$ cat config.mk
export PLATFORM = sky130hd
export DESIGN_NAME = addr_router
export DESIGN_NICKNAME = d
export VERILOG_FILES = /design/src/rtl/router_pkg.sv /design/src/rtl/router_queue2.sv /design/src/rtl/addr_router.sv
export SDC_FILE = /design/constraint.sdc
export NUM_CORES = 1
export LEC_CHECK = 0
export BUFFER_PORTS_ARGS = -buffer_cell sky130_fd_sc_hd__buf_4
export CAP_MARGIN = 15
export CORE_UTILIZATION = 45
export DETAILED_ROUTE_END_ITERATION = 8
export PLACE_DENSITY = 0.76
export SYNTH_ARGS = -nofsm -noshare
export SYNTH_HDL_FRONTEND = slang
export SYNTH_SLANG_ARGS = --single-unit
$ cat constraint.sdc
create_clock -name clk -period 1.7 [get_ports clk]
set_input_delay 0.51 -clock clk [delete_from_list [all_inputs] [get_ports clk]]
set_output_delay 0.51 -clock clk [all_outputs]
set_load 0.01 [all_outputs]
$ cat src/rtl/router_pkg.sv
// Shared definitions for the address router: counter width and address extraction.
package router_pkg;

  // Width of the saturating drop counter.
  localparam int DROP_NBITS = 16;

  // Upper bounds used by route_addr so it can serve any instance width.
  localparam int MSG_MAX_NBITS  = 64;
  localparam int ADDR_MAX_NBITS = 8;

  // Returns the address field, which occupies the top addr_nbits of a
  // msg_nbits-wide message (message zero-extended into MSG_MAX_NBITS).
  function automatic logic [ADDR_MAX_NBITS-1:0] route_addr(
    input logic [MSG_MAX_NBITS-1:0] msg,
    input int                       msg_nbits,
    input int                       addr_nbits
  );
    logic [ADDR_MAX_NBITS-1:0] w_mask;
    w_mask = (ADDR_MAX_NBITS'(1) << addr_nbits) - ADDR_MAX_NBITS'(1);
    return ADDR_MAX_NBITS'(msg >> (msg_nbits - addr_nbits)) & w_mask;
  endfunction

endpackage

$ cat src/rtl/router_queue2.sv
// Two-entry circular FIFO. Full/empty come straight from the registered
// occupancy, so nothing upstream sees a combinational path from downstream.
module router_queue2 #(
  parameter int width = 8
) (
  input  logic             clk,
  input  logic             rst_n,
  input  logic             i_enq,
  input  logic             i_deq,
  input  logic [width-1:0] i_data,
  output logic             o_full,
  output logic             o_empty,
  output logic [width-1:0] o_head
);

  logic [width-1:0] r_mem [2];
  logic             r_rd_ptr;
  logic             r_wr_ptr;
  logic [1:0]       r_count;
  logic             w_do_enq;
  logic             w_do_deq;

  assign o_full   = (r_count == 2'd2);
  assign o_empty  = (r_count == 2'd0);
  assign o_head   = r_mem[r_rd_ptr];

  // A dequeue on an empty queue has no head to remove, so both requests are
  // qualified here; enqueue-into-empty therefore only grows the queue.
  assign w_do_enq = i_enq & ~o_full;
  assign w_do_deq = i_deq & ~o_empty;

  // Pointer and occupancy bookkeeping.
  // NOTE: clocked state uses non-blocking assignments so every register samples pre-edge values.
  always_ff @(posedge clk or negedge rst_n) begin
    if (!rst_n) begin
      r_rd_ptr <= 1'b0;
      r_wr_ptr <= 1'b0;
      r_count  <= 2'd0;
    end else begin
      if (w_do_enq) r_wr_ptr <= ~r_wr_ptr;
      if (w_do_deq) r_rd_ptr <= ~r_rd_ptr;
      case ({w_do_enq, w_do_deq})
        2'b10:   r_count <= r_count + 2'd1;
        2'b01:   r_count <= r_count - 2'd1;
        default: r_count <= r_count;
      endcase
    end
  end

  // Entry storage; written at the write pointer on every accepted enqueue.
  // NOTE: only two entries, so they are reset to give a defined head (zero) while empty.
  always_ff @(posedge clk or negedge rst_n) begin
    if (!rst_n) begin
      r_mem[0] <= '0;
      r_mem[1] <= '0;
    end else if (w_do_enq) begin
      r_mem[r_wr_ptr] <= i_data;
    end
  end

endmodule

$ cat src/rtl/addr_router.sv
// Address router: queues {addr, payload} words, steers each payload to the
// port named by its address, and discards and counts out-of-range addresses.
module addr_router
  import router_pkg::*;
#(
  parameter  int nbits      = 32,
  parameter  int noutputs   = 3,
  localparam int addr_nbits = $clog2(noutputs)
) (
  input  logic                        clk,
  input  logic                        reset,
  input  logic                        istream_val,
  output logic                        istream_rdy,
  input  logic [addr_nbits+nbits-1:0] istream_msg,
  output logic [noutputs-1:0]         ostream_val,
  input  logic [noutputs-1:0]         ostream_rdy,
  output logic [nbits-1:0]            ostream_msg [noutputs],
  output logic [DROP_NBITS-1:0]       drop_count
);

  localparam int MSG_NBITS = addr_nbits + nbits;

  logic                  w_full;
  logic                  w_empty;
  logic                  w_enq;
  logic                  w_deq;
  logic                  w_in_range;
  logic                  w_port_rdy;
  logic                  w_deliver;
  logic                  w_drop;
  logic [MSG_NBITS-1:0]  w_head;
  logic [addr_nbits-1:0] w_haddr;
  logic [DROP_NBITS-1:0] r_drop_count;

  // Ready depends only on queue occupancy (and reset), never on downstream ready.
  assign istream_rdy = reset & ~w_full;
  assign w_enq       = istream_val & istream_rdy;

  router_queue2 #(
    .width (MSG_NBITS)
  ) u_queue (
    .clk     (clk),
    .rst_n   (reset),
    .i_enq   (w_enq),
    .i_deq   (w_deq),
    .i_data  (istream_msg),
    .o_full  (w_full),
    .o_empty (w_empty),
    .o_head  (w_head)
  );

  assign w_haddr    = addr_nbits'(route_addr(MSG_MAX_NBITS'(w_head), MSG_NBITS, addr_nbits));
  assign w_in_range = int'(w_haddr) < noutputs;

  // Fan the head payload out to every port, raise valid on the addressed one,
  // and pick up that port's ready.
  // NOTE: every combinational output gets a default first so no path can infer a latch.
  always_comb begin
    ostream_val = '0;
    w_port_rdy  = 1'b0;
    for (int i = 0; i < noutputs; i++) begin
      ostream_msg[i] = w_head[nbits-1:0];
      if (w_haddr == addr_nbits'(i)) begin
        ostream_val[i] = ~w_empty;
        w_port_rdy     = ostream_rdy[i];
      end
    end
  end

  // In-range heads leave on the port handshake; out-of-range heads leave unconditionally.
  assign w_deliver = ~w_empty & w_in_range & w_port_rdy;
  assign w_drop    = ~w_empty & ~w_in_range;
  assign w_deq     = w_deliver | w_drop;

  // Saturating count of discarded messages.
  always_ff @(posedge clk or negedge reset) begin
    if (!reset) begin
      r_drop_count <= '0;
    end else if (w_drop && (r_drop_count != {DROP_NBITS{1'b1}})) begin
      r_drop_count <= r_drop_count + DROP_NBITS'(1);
    end
  end

  assign drop_count = r_drop_count;

endmodule

* After elaboration in Yosys (flattened, before gate mapping)
Cells that the tools add are included.
** Word-level totals
- Bits in registers :: 88
- Latch bits :: 0
- Memory bits (writable) :: 0
- Memory bits (read-only) :: 0
- Bits of input ports :: 40
- Logic and storage cells :: 52
- Memories kept :: 0
** Cells by class
- Add/subtract/negate cells :: 3
- $mul :: 0
- Div/mod/pow operators :: 0
- Magnitude comparators :: 4
- Equality and inequality tests :: 6
- Shift-type cells :: 0
- Multiplexer cells :: 13
- Bitwise operators :: 15
- Reduce and logical (&&, ||, !) cells :: 5
** Operators with widths (count)
- two-way mux 34 bit :: 4
- bitwise mux 68 bit :: 1
- demux 34 bit (select 1 bit) :: 1
- adder 16 x 1 -> 16 bit (second input constant) :: 1
- != test 16 bit (second input constant) :: 1
- bitwise AND 1 bit :: 7
- equality test 2 bit (second input constant) :: 3
- two-way mux 1 bit :: 6
- inverter 1 bit :: 5
- equality test 2 x 1 -> 1 bit (second input constant) :: 2
- greater-or-equal comparator 2 bit (second input constant) :: 2
- logical NOT 2 bit :: 2
- inverter 1 -> 2 bit :: 2
- one-hot mux 2 bit (2 select lines) :: 1
- adder 2 x 1 -> 2 bit (second input constant) :: 1
- logical AND 1 bit :: 2
- less-than comparator 2 x 1 -> 1 bit (second input constant) :: 1
- less-than comparator 2 bit (second input constant) :: 1
- nonzero test 2 bit :: 1
- subtractor 2 x 1 -> 2 bit (second input constant) :: 1
- bitwise OR 1 bit :: 1

* Logic depth before layout (Yosys ltp)
- Word-level depth :: 13
- Gate-level depth with buffers :: 8
- Gate-level depth less buffers :: 7

* Modules after synthesis
Synthesis repeated with hierarchy kept, for this count alone.
** Unflattened totals
- Cells, all modules :: 345
- Area total of the unflattened synthesis :: 4473.0 um^2
** By module, submodules not included
- router_queue2 :: times used 1, cells each 199, area each 3138.0 um^2
- addr_router :: times used 1, cells each 146, area each 1335.0 um^2

* Worst setup path after synthesis
Ideal clock, no wire load.
- Path type :: register -> register
- Start :: register u_queue.r_rd_ptr
- End :: register u_queue.r_count[1]
- Setup time :: 0.080 ns
- Arrival :: 1.814 ns
- Required time :: 1.620 ns
- Setup slack :: -0.194 ns
- Cell stages (with the launch flop) :: 8
- Period minus slack after synthesis :: 1.894 ns
- Cells stage by stage :: dfrtp_1 buf_4 mux2_2 mux2i_1 a211oi_1 ha_1 nor2_1 xnor2_1
** On the way
- Word-level cells in the longest chain between the ends :: 13
- Elaborated cells on any way between the ends :: 21
** Ends and longest elaborated chain
- start, declared :: RTL line router_queue2.sv:17 : logic r_rd_ptr;
- start signal, assigned :: RTL line router_queue2.sv:41 : if (w_do_deq) r_rd_ptr <= ~r_rd_ptr;
- inverter 1 -> 2 bit (not written as such) * :: RTL line router_queue2.sv:25 : assign o_head = r_mem[r_rd_ptr];
- two-way mux 34 bit (not written as such) * (3 in series) :: RTL line router_queue2.sv:25
- logical NOT 2 bit :: RTL line addr_router.sv:63 : if (w_haddr == addr_nbits'(i)) begin
- two-way mux 1 bit (3 in series) :: RTL line addr_router.sv:63
- bitwise AND 1 bit :: RTL line addr_router.sv:71 : assign w_deliver = ~w_empty & w_in_range & w_port_rdy;
- bitwise OR 1 bit * :: RTL line addr_router.sv:73 : assign w_deq = w_deliver | w_drop;
- bitwise AND 1 bit * :: RTL line router_queue2.sv:30 : assign w_do_deq = i_deq & ~o_empty;
- named net u_queue.w_do_deq :: RTL line router_queue2.sv:21 : logic w_do_deq;
- equality test 2 x 1 -> 1 bit or equality test 2 bit (tied branches) :: RTL line router_queue2.sv:42 : case ({w_do_enq, w_do_deq})
- one-hot mux 2 bit (2 select lines) or nonzero test 2 bit (tied branches)
- end signal, assigned :: RTL line router_queue2.sv:43 : 2'b10: r_count <= r_count + 2'd1;
- end signal, assigned :: RTL line router_queue2.sv:44 : 2'b01: r_count <= r_count - 2'd1;
- end signal, assigned :: RTL line router_queue2.sv:45 : default: r_count <= r_count;
- end, declared :: RTL line router_queue2.sv:19 : logic [1:0] r_count;
Mark *: on every way through the listed nets, which the timed path passes. The rest lies on a longest branch. The select of a mux whose other input is x is not followed.
A chain may end at the register's enable or synchronous reset.

==> results.toml <==
[floorplan]
die-width_um = 101
rows = 35
dieArea_sq_um = 10300
coreArea_sq_um = 9420
start_util_pct = 47.3
pin_count = 156
die_h_um = 101

[global_route]
grt_pass1_vias = 2984
top_usage_layer = "met2"
antenna_found_initial = 0
met3_usage_pct = 4.21
grt_max_degree = 47
gr-usage-met1_pct = 21.9
grt_overflow = 0
track_usage_pct = 18.2
grt_pass1_wl_mm = 14.3
grt_util_met2_pct = 32.8

[synth]
yosysSeqAreaShare_pct = 49.5
synthTopCellsByCount = "103 x mux2_2, 88 x dfrtp_1, 65 x buf_4"
synth_edf_count = 0
synth_area_leaders = "dfrtp_1 49%, mux2_2 26%, buf_4 11%, xor2_1 2.4%, xnor2_1 1.2%"
synthArstFlopShare_pct = 100
synth_area_leader_cell = "dfrtp_1"
ys_dominant_reg_cell = "dfrtp_1"
syn_area_per_cell_sq_um = 12.9
ys_types = 32
syn_inst = 344
yosysWarnings = 0
ys_ff_latch = 88
synth.most_common_cell = "mux2_2"
syn_area_sq_um = 4450
syn_nets = 386
synth_top_area_share_pct = 49.5

[hold_path]
hp-class = "in2async"

[routing]
wl_per_cell_um = 16.4
dr.pass1.iters = 4
vias = 3058
first_iter_violations = 27
wl_mm = 10.2
drcViolationCount = 0
drtAntennaViolNets = 0
avgViaCountPerCell = 4.92

[status]
violations = "negative setup slack"
run_status = "finished, violations left"

[finish]
drive_gt1_share_pct = 73.2
design_area_sq_um = 6740
area_growth_pct = 51.4
nNetsFinal = 529
antenna_cells = 0

[timing]
fmax_ghz = 0.482
worst_pin_slew_ns = 0.580
rsz0062_at_grt = "yes"
finalHoldViolations = 0
setup_ws_ns = -0.374
final.min_clock_period_ns = 2.07
clock_skew_ns = 0.0174
finalMaxSlewViolations = 0
min_period_over_period_pct = 122
setup_viol = 152
relSlewSlack_pct = 61.3

[pwr]
ir_worst_vdd_uv = 1180
p_per_area_nw_per_um2 = 2190
cellLeakagePower_nw = 3.34
fin_total_pwr_w = 0.0148

[worst_setup_path]
critPathRequiredTime_ns = 1.19
path_cells = "buf_4 > buf_16 > mux2_4 > buf_4"
worstRegToRegCells = 7
path_class = "reg2out"
r2r_start = "u_queue.r_rd_ptr"
worstPathArrival_ns = 1.56
critPathMaxStageDelay_ns = 0.44
critPathMaxFanout = 10
end_kind = "output port"
r2r-end = "drop_count[8]"
start_kind = "flop"
cp_slowest_cell = "dfrtp_2"
worst_path_most_repeated_cell = "buf_4"
reg2reg_slack_ns = -0.33

[job]
maxCapViolCount = 0

[place]
place.gp.congestion = 0.738
numPortBuffers = 155
dp_hpwl_mm = 6.40
post_dp_cell_area_sq_um = 5610

[cts]
clkTransAtPathRegs_ns = 0.10
numCtsBuffers = 9
clk-insertion-delay-late_ns = 0.34
clock_path_buffers = 2
root_buffer = "clkbuf_8"
clkSinkCount = 88
cts_tree = "built"
h-tree-depth = 3
cell usage in the layout, fill, tap and decap left out, drive strengths merged:
master         n
buf          205
mux2         103
dfrtp         88
clkbuf        15
xor2          12
nor3           7
xnor2          6
nand3          6
nor2           6
nand2          5
nor4           5
nand4          4
clkinv         3
mux2i          3
inv            3
nand3b         2
o21ai          2
or2            2
ha             2
a211oi         1
o211ai         1
o21a           1
or3            1
and2           1
nor2b          1
nand4b         1
or4            1
o211a          1
nor4b          1
nor3b          1
bufinv         1
dlygate4sd3    1
metrics by stage:
stage	setup slack [ns]	setup TNS (ns)	hold WS [ns]	util, %	std cells
floorplan	-0.0638	-0.286	0.214	-	344
global placement	-0.113	-7.13	0.306	59.6	583
detailed placement	-0.140	-8.35	0.311	59.6	583
CTS	-0.367	-39.16	0.270	64.6	608
global route	-0.427	-49.83	0.305	71.6	621
finish	-0.374	-40.59	0.271	71.6	621
cells by family (layout without fill, tap and decap cells):
family / Yosys count / in the layout / synth area share, %
xor+xnor: 18 / 18 / 3.54
fa+ha+maj: 2 / 2 / 0.562
buf+inv: 80 / 228 / 12.5
flops: 88 / 88 / 49.5
mux: 106 / 106 / 26.7
compound gates: 6 / 6 / 0.956
simple gates: 44 / 44 / 6.24
layer usage:
| layer | vias up | wire length (um) |
|---|---|---|
| li1 | 1414 | - |
| met1 | 1551 | 4090 |
| met2 | 89 | 5560 |
| met3 | 4 | 479 |
| met4 | 0 | 68 |
| met5 | - | 0 |
how the worst max path moves through the flow:
stage | slack [ns] | cells past startpoint | start | endpoint
4_1_cts | -0.37 | 6 | u_queue.r_rd_ptr | ostream_val[0]
2_1_floorplan | -0.06 | 7 | u_queue.r_rd_ptr | u_queue.r_count[1]
5_1_grt | -0.43 | 4 | u_queue.r_rd_ptr | ostream_msg[77]
6_report | -0.37 | 4 | u_queue.r_rd_ptr | ostream_msg[77]
3_3_place_gp | -0.11 | 6 | u_queue.r_rd_ptr | u_queue.r_count[1]
3_5_place_dp | -0.14 | 6 | u_queue.r_rd_ptr | u_queue.r_count[1]
registers in the layout, summed over array words and instances, names as in the netlist:
signal,flops
u_queue.r_mem,68
drop_count,16
u_queue.r_rd_ptr,1
u_queue.r_wr_ptr,1
u_queue.r_count,2
worst max-delay path, delay by kind of cell, from the launching register on:
kind / cells / cell delay [ns]
muxes: 1 / 0.32
buffers and inverters: 3 / 0.47
DFF: 1 / 0.44
area by class of cell:
class	count	area [sq um]
clock buffers	10	138
flip-flops and latches	88	2200
well taps	129	161
fillers	652	2670
multi-input cells	176	2160
inverters	1	3.75
repair buffers	211	2000
clock inverters	6	73.8
report_power, final:
group          internal, W  total [W]  leakage, nW  switching (W)
logic              0.00590    0.00964         2.15        0.00374
clock network     0.000739    0.00151        0.107       0.000770
registers          0.00303    0.00364         1.07       0.000604
total              0.00967     0.0148         3.34        0.00512
repair_timing:
item                                    CTS  global route
buffers inserted                          8             7
cloned                                    1             6
gates resized for setup                  38           115
pin swaps                                 5            25
endpoints found under the hold margin     1             0
hold buffers                              1             0
endpoints found under the setup margin  116           159
(Power assumes the default switching activity.)
